File: config.mk
export PLATFORM = sky130hd
export DESIGN_NAME = simplez_core
export DESIGN_NICKNAME = d
export VERILOG_FILES = /design/src/rtl/simplez_pkg.sv /design/src/rtl/simplez_alu.sv /design/src/rtl/simplez_core.sv
export SDC_FILE = /design/constraint.sdc
export NUM_CORES = 1
export LEC_CHECK = 0
export BUFFER_PORTS_ARGS = -buffer_cell sky130_fd_sc_hd__buf_2
export CAP_MARGIN = 20
export CORE_MARGIN = 2
export CORE_UTILIZATION = 50
export CTS_CLUSTER_SIZE = 8
export DETAILED_ROUTE_END_ITERATION = 8
export MAX_ROUTING_LAYER = met4
export PLACE_DENSITY = 0.7
export SYNTH_ARGS = -nofsm -noshare
export SYNTH_HDL_FRONTEND = slang
export SYNTH_SLANG_ARGS = --single-unit
File: constraint.sdc
create_clock -name clk -period 4.15 [get_ports clk]
set_input_delay 0.415 -clock clk [delete_from_list [all_inputs] [get_ports clk]]
set_output_delay 0.415 -clock clk [all_outputs]
set_load 0.005 [all_outputs]
File: src/rtl/simplez_pkg.sv
// simplez_pkg: shared opcode, FSM-state and ALU-operation encodings for the
// SIMPLEZ core and its ALU.
package simplez_pkg;

    // Instruction opcode, taken from the top three bits of RI
    typedef enum logic [2:0] {
        OP_ST   = 3'd0,
        OP_LD   = 3'd1,
        OP_ADD  = 3'd2,
        OP_BR   = 3'd3,
        OP_BZ   = 3'd4,
        OP_CLR  = 3'd5,
        OP_DEC  = 3'd6,
        OP_HALT = 3'd7
    } opcode_e;

    // Controller states
    typedef enum logic [2:0] {
        S_INI    = 3'd0,
        S_FETCH  = 3'd1,
        S_DECODE = 3'd2,
        S_MEM    = 3'd3,
        S_HALT   = 3'd4
    } state_e;

    // Operations the accumulator ALU can perform
    typedef enum logic [1:0] {
        ALU_PASS = 2'd0,
        ALU_ADD  = 2'd1,
        ALU_DEC  = 2'd2,
        ALU_ZERO = 2'd3
    } alu_op_e;

    // Opcodes that need a second bus access after decode
    function automatic logic is_mem_op(input opcode_e op);
        return (op == OP_ST) || (op == OP_LD) || (op == OP_ADD);
    endfunction

endpackage

File: src/rtl/simplez_alu.sv
// simplez_alu: purely combinational accumulator ALU. Results wrap modulo
// 2^DATAW; carries and borrows are discarded.
module simplez_alu
    import simplez_pkg::*;
#(
    parameter int DATAW = 12
) (
    input  alu_op_e          i_op,
    input  logic [DATAW-1:0] i_ac,
    input  logic [DATAW-1:0] i_operand,
    output logic [DATAW-1:0] o_res
);

    // Select the accumulator's next value for the requested operation
    always_comb begin
        o_res = '0;
        case (i_op)
            ALU_PASS: o_res = i_operand;
            ALU_ADD:  o_res = i_ac + i_operand;
            ALU_DEC:  o_res = i_ac - DATAW'(1);
            ALU_ZERO: o_res = '0;
            default:  o_res = '0;
        endcase
    end

endmodule

File: src/rtl/simplez_core.sv
// simplez_core: SIMPLEZ CPU (ST LD ADD BR BZ CLR DEC HALT) with a ready
// handshake to external memory and a memory-mapped LED register.
// Optional feature macro: SIMPLEZ_INPORT_EN adds a registered input port
// that LD/ADD read in a single cycle at INPORT_ADDR without a bus access.
module simplez_core
    import simplez_pkg::*;
#(
    parameter int               DATAW       = 12,
    parameter int               ADDRW       = 9,
    parameter int               LEDW        = 4,
    parameter logic [ADDRW-1:0] LEDS_ADDR   = 9'o100
`ifdef SIMPLEZ_INPORT_EN
    ,
    parameter logic [ADDRW-1:0] INPORT_ADDR = 9'o101
`endif
) (
    input  logic             clk,
    input  logic             rstn,
    output logic [ADDRW-1:0] mem_addr,
    output logic             mem_rd,
    output logic             mem_wr,
    output logic [DATAW-1:0] mem_wdata,
    input  logic [DATAW-1:0] mem_rdata,
    input  logic             mem_ready,
`ifdef SIMPLEZ_INPORT_EN
    input  logic [DATAW-1:0] inport,
`endif
    output logic [LEDW-1:0]  leds,
    output logic             stop
);

    state_e           r_state;
    logic [ADDRW-1:0] r_pc;
    logic [DATAW-1:0] r_ac;
    logic [DATAW-1:0] r_ri;
    logic [LEDW-1:0]  r_leds;
    logic             r_stop;
    logic             r_mem_rd;
    logic             r_mem_wr;
    logic [ADDRW-1:0] r_mem_addr;

    opcode_e          w_op;
    logic [ADDRW-1:0] w_cd;
    logic             w_zero;
    logic             w_is_mem;
    logic             w_inport_hit;
    logic [DATAW-1:0] w_operand;
    logic [ADDRW-1:0] w_next_pc;
    alu_op_e          w_alu_op;
    logic [DATAW-1:0] w_alu_res;

    assign w_op      = opcode_e'(r_ri[DATAW-1:DATAW-3]);
    assign w_cd      = r_ri[ADDRW-1:0];
    assign w_zero    = (r_ac == '0);
    assign w_is_mem  = is_mem_op(w_op);
    // Only BR and a BZ that sees AC==0 redirect the program counter
    assign w_next_pc = ((w_op == OP_BR) || ((w_op == OP_BZ) && w_zero)) ? w_cd : r_pc;

`ifdef SIMPLEZ_INPORT_EN
    logic [DATAW-1:0] r_inport;

    // Sample the input port every cycle; reads use this registered copy
    always_ff @(posedge clk) begin
        r_inport <= inport;
    end

    assign w_inport_hit = (w_cd == INPORT_ADDR) && ((w_op == OP_LD) || (w_op == OP_ADD));
    assign w_operand    = w_inport_hit ? r_inport : mem_rdata;
`else
    assign w_inport_hit = 1'b0;
    assign w_operand    = mem_rdata;
`endif

    // Map the current opcode to the ALU operation that produces the next AC
    always_comb begin
        w_alu_op = ALU_PASS;
        case (w_op)
            OP_ADD:  w_alu_op = ALU_ADD;
            OP_DEC:  w_alu_op = ALU_DEC;
            OP_CLR:  w_alu_op = ALU_ZERO;
            default: w_alu_op = ALU_PASS;
        endcase
    end

    simplez_alu #(
        .DATAW (DATAW)
    ) u_alu (
        .i_op      (w_alu_op),
        .i_ac      (r_ac),
        .i_operand (w_operand),
        .o_res     (w_alu_res)
    );

    // Controller: sequences fetch/decode/memory phases and drives the bus
    // from registers so address and strobes are steady while a request waits
    always_ff @(posedge clk or negedge rstn) begin
        if (!rstn) begin
            r_state    <= S_INI;
            r_pc       <= '0;
            r_ac       <= '0;
            r_ri       <= '0;
            r_leds     <= '0;
            r_stop     <= 1'b0;
            r_mem_rd   <= 1'b0;
            r_mem_wr   <= 1'b0;
            r_mem_addr <= '0;
        end else begin
            case (r_state)
                S_INI: begin
                    r_state    <= S_FETCH;
                    r_mem_rd   <= 1'b1;
                    r_mem_addr <= r_pc;
                end
                S_FETCH: begin
                    if (mem_ready) begin
                        r_ri     <= mem_rdata;
                        r_pc     <= r_pc + ADDRW'(1);
                        r_mem_rd <= 1'b0;
                        r_state  <= S_DECODE;
                    end
                end
                S_DECODE: begin
                    if (w_op == OP_HALT) begin
                        r_state <= S_HALT;
                        r_stop  <= 1'b1;
                    end else if (w_is_mem) begin
                        r_state    <= S_MEM;
                        r_mem_addr <= w_cd;
                        r_mem_rd   <= (w_op != OP_ST) && !w_inport_hit;
                        r_mem_wr   <= (w_op == OP_ST);
                    end else begin
                        // Register-only opcodes finish here and refetch at once
                        r_state    <= S_FETCH;
                        r_pc       <= w_next_pc;
                        r_mem_addr <= w_next_pc;
                        r_mem_rd   <= 1'b1;
                        if ((w_op == OP_CLR) || (w_op == OP_DEC)) begin
                            r_ac <= w_alu_res;
                        end
                    end
                end
                S_MEM: begin
                    if (w_inport_hit || mem_ready) begin
                        if (w_op == OP_ST) begin
                            if (w_cd == LEDS_ADDR) begin
                                r_leds <= r_ac[LEDW-1:0];
                            end
                        end else begin
                            r_ac <= w_alu_res;
                        end
                        r_mem_wr   <= 1'b0;
                        r_mem_rd   <= 1'b1;
                        r_mem_addr <= r_pc;
                        r_state    <= S_FETCH;
                    end
                end
                S_HALT: begin
                    r_state <= S_HALT;
                end
                default: begin
                    r_state  <= S_INI;
                    r_mem_rd <= 1'b0;
                    r_mem_wr <= 1'b0;
                end
            endcase
        end
    end

    assign mem_addr  = r_mem_addr;
    assign mem_rd    = r_mem_rd;
    assign mem_wr    = r_mem_wr;
    assign mem_wdata = r_ac;
    assign leds      = r_leds;
    assign stop      = r_stop;

endmodule

==> results.txt <==
Setup repair after global routing left no endpoint under its margin. The worst setup path is launched from a flop. The post-synthesis instance total is 406.

The number of different library cells used by synthesis comes to 65. The area overhead of the layout relative to synthesis works out to 9.720%. Dividing the detail-routed wire length by the instance count gives 16.41 um. The count of cells in the finished layout, fillers not included, comes to 518.

For this run, the top clock speed supported by timing is 295.8 MHz. CTS placed an instance of sky130_fd_sc_hd__clkbuf_8 at the clock tree root. The mapped netlist covers 3488 um^2.

The average size of a mapped cell is 8.592 um^2. Buffers added to address setup during post-CTS repair amount to 0. The number of nets with antenna violations after detailed routing came out at 0. The final count of hold timing violations is 0.

Sequential elements use 37.30% of the synthesized area. The count of port buffers added during placement works out to 42. The critical path is of the reg -> reg type. The synthesized flop and latch total works out to 52. Registers take 1301 um^2. For the combined global-route utilization of all metal layers, the log shows 24.19%. The highest layer touched by signal routing is met4.

Hold timing on the final database bottoms out at a slack of 217.9 ps. The number of warnings printed during yosys synthesis is 0. 0 antenna diodes ended up in the layout. The run gives 8500 um as the total detailed-routing wirelength. Setup violations remaining at the end of the flow were counted as 0.

The post-detailed-route via-to-cell ratio was 6.002; the max-cap check violation count was 0. The number of H-tree levels was 2. The pin count of the biggest net entering global routing was 53. The floorplan step defined a core boundary enclosing 6756 um^2. The tools report the clock tree skew after final layout as 11.65 ps.

The worst reg2reg path endpoint is mem_wdata[6]. In this run the horizontal extent of the chip is 87.53 um. The die is 87.53 um tall. The run gives 438 as the net count after synthesis.

After detailed routing, the met2 layer carries 4313 um of wire. The leftover overflow at the end of global routing is 0, and the post-cts gate resize count is 0. For this block, the initial DRC count from the detailed router was 192. The startpoint identified for the worst register-to-register timing path is r_ri[9]. The worst setup path is captured at a flop. The run gives 43 as the number of top-level design ports. The die covers 7661 um^2. The run finished with clean final reports. In the routed design, unresolved DRC markers number 0. Clock-pin slew was measured on the worst setup and hold paths at 100 ps. The first global-routing pass estimated 14190 um of wire. Setup slack on the worst reg-to-reg path comes out at 770 ps. The share of the clock period used by the worst path was 81.45%; the post-route met1 wirelength was 3928 um. At the worst endpoint, the arrival time is 3620 ps.

Including well taps, the total number of placed cells is 510. The proportion of register bits with asynchronous set or reset after synthesis is 100.0%, and the utilization after layout is 56.65%. The logs give 0 for the number of antenna violations at the first check in global routing and 2039 um^2 for the combined area of the multi-input logic cells. Data on the critical path is required at its endpoint by 4390 ps. Initial core utilization: 51.63%. Largest fanout on the critical path: 13.

In this run, synthesis inferred 0 flip-flops with an integrated enable. The clock sink count came out at 52. The half-perimeter wire length of the detailed placement result is 6270 um, and the number of buffers added to fix hold violations after cts is 0.

The final weighted congestion in routability-driven placement came out at 0.8563. The static leakage power was 0.001702 uW; the number of detailed-route iterations in the first pass was 5. The cell depth of the worst flop-to-flop path is 13. The top flip-flop cell by instance count after synthesis is sky130_fd_sc_hd__dfrtp_1. Clock latency on the worst-skew pair, taken at its later pin, is 310 ps. The logs give 0 for the count of final max-slew check failures and 0.4015 mV for the peak supply drop. Subtracting the final worst setup slack from the clock period gives 3380 ps. The total power density per cell area was 806.2 nW/um^2; the final-layout fill cell count was 651. Setup total negative slack on the finished layout was measured at 0 ps. The via count of the first global-routing pass was 2883; the number of nets at the end of the flow was 469. In the final layout, the share of cells above drive strength 1 is 15.75%. Clock buffer count from CTS: 5. TritonCTS built the clock tree. The path class of the lowest-slack min-delay path is in -> async. The run gives 53.10% as the normalized max-slew margin.

For the via count of the routed design, the log shows 3109. The worst setup path startpoint is r_ri[9]. The most common library cell in the layout ignoring fill and taps was sky130_fd_sc_hd__dfrtp_1. The run gives 2 as the clock tree buffer depth.

At the pin with the least slew margin, the transition time is 703.5 ps. Met3 wirelength from detailed routing: 193 um. After floorplanning, the core was divided into 30 placement rows.

In the layout the commonest cells are sky130_fd_sc_hd__dfrtp_1, sky130_fd_sc_hd__nand2_1, sky130_fd_sc_hd__buf_2.
-- worst max-delay path by stage --
stage                              end  slack (ps)  depth (start not counted)
final                     mem_wdata[6]         770                         13
after global routing      mem_wdata[6]         440                         13
after CTS                 mem_wdata[6]         770                         13
after detailed placement  mem_wdata[6]         810                         13
after global placement    mem_wdata[6]         910                         13
after floorplan           mem_wdata[6]        1050                         14
-- layer usage --
| metal | track usage, % | vias to the layer above |
|---|---|---|
| li1 | - | 1536 |
| met1 | 31.68 | 1512 |
| met2 | 39.94 | 55 |
| met3 | 3.128 | 6 |
| met4 | 5.734 | 0 |
| met5 | - | - |
-- Yosys cell counts, drive strengths merged, types with 2 or more instances --
master | number | share of area (%)
and2 | 2 | 0.36
or2 | 2 | 0.36
and4 | 2 | 0.50
o21ai | 26 | 3.7
o21a | 3 | 0.65
a211oi | 5 | 1.1
dfrtp | 52 | 37
nor4 | 5 | 1.3
mux2i | 9 | 2.6
xnor2 | 7 | 1.8
a21o | 4 | 0.86
nand4 | 2 | 0.36
or2b | 2 | 0.43
nor2 | 36 | 3.9
nand3 | 13 | 1.9
clkbuf | 15 | 1.6
nand2 | 48 | 5.2
a32oi | 2 | 0.50
xor2 | 4 | 1.0
a31oi | 4 | 0.72
o31ai | 5 | 1.1
ha | 16 | 5.7
a21oi | 39 | 5.7
mux2 | 5 | 1.7
or3 | 8 | 1.4
a22o | 2 | 0.50
nor3 | 12 | 1.9
a22oi | 7 | 1.5
o22ai | 3 | 0.54
o211ai | 2 | 0.43
inv | 11 | 1.2
a211o | 2 | 0.50
or4 | 3 | 0.75
o221ai | 4 | 1.0
nor2b | 5 | 0.90
nor3b | 3 | 0.79
buf | 8 | 1.5
nand2b | 11 | 2.2
a41oi | 2 | 0.72
-- worst max-delay path, cell delays in order (launching register included) --
cell,delay (ps)
sky130_fd_sc_hd__dfrtp_1,520
sky130_fd_sc_hd__nor2b_1,200
sky130_fd_sc_hd__a21oi_1,230
sky130_fd_sc_hd__ha_1,270
sky130_fd_sc_hd__clkinv_1,240
sky130_fd_sc_hd__nand2_1,160
sky130_fd_sc_hd__inv_1,70
sky130_fd_sc_hd__fa_1,400
sky130_fd_sc_hd__nand2b_1,190
sky130_fd_sc_hd__a21oi_1,240
sky130_fd_sc_hd__o21ai_0,170
sky130_fd_sc_hd__a21o_1,210
sky130_fd_sc_hd__a211o_1,280
sky130_fd_sc_hd__a31oi_1,150
-- stage by stage --
step           total power (uW)  area (um^2)  worst slack (ps)
4_1_cts                    3103         3827             772.7
3_3_place_gp               2744         3734             914.4
6_report                   3086         3827             769.7
3_5_place_dp               2785         3734             806.2
5_1_grt                    3387         3827             443.9
2_1_floorplan              2293         3488              1052
-- sequential cells by signal, indices dropped and copies added, names as in the netlist --
signal / flops
leds: 4
mem_addr: 9
mem_rd: 1
mem_wdata: 12
mem_wr: 1
r_pc: 9
r_ri: 12
r_state: 3
stop: 1
-- cell families after synthesis --
family                   share of synthesized area [%]
AO/OA/AOI/OAI                                    21.31
AND/OR/NAND/NOR                                  23.60
XOR/XNOR                                         2.762
flip-flops                                       37.30
multiplexers                                     4.304
buffers and inverters                            4.412
adder cells (fa/ha/maj)                          6.313
-- cell type report --
class / count / share of cell area [%]
Tap cell: 80 / 2.615
Sequential cell: 52 / 34.00
Clock inverter: 3 / 0.6538
Timing Repair Buffer: 47 / 6.473
Clock buffer: 5 / 1.798
Inverter: 12 / 1.177
Multi-Input combinational cell: 319 / 53.29
-- power breakdown --
part | total, uW | internal [uW] | switching (uW)
sequential | 1040 | 736 | 308
clock | 311 | 123 | 188
combinational | 1730 | 763 | 968
Power figures use the tool's default switching activity.
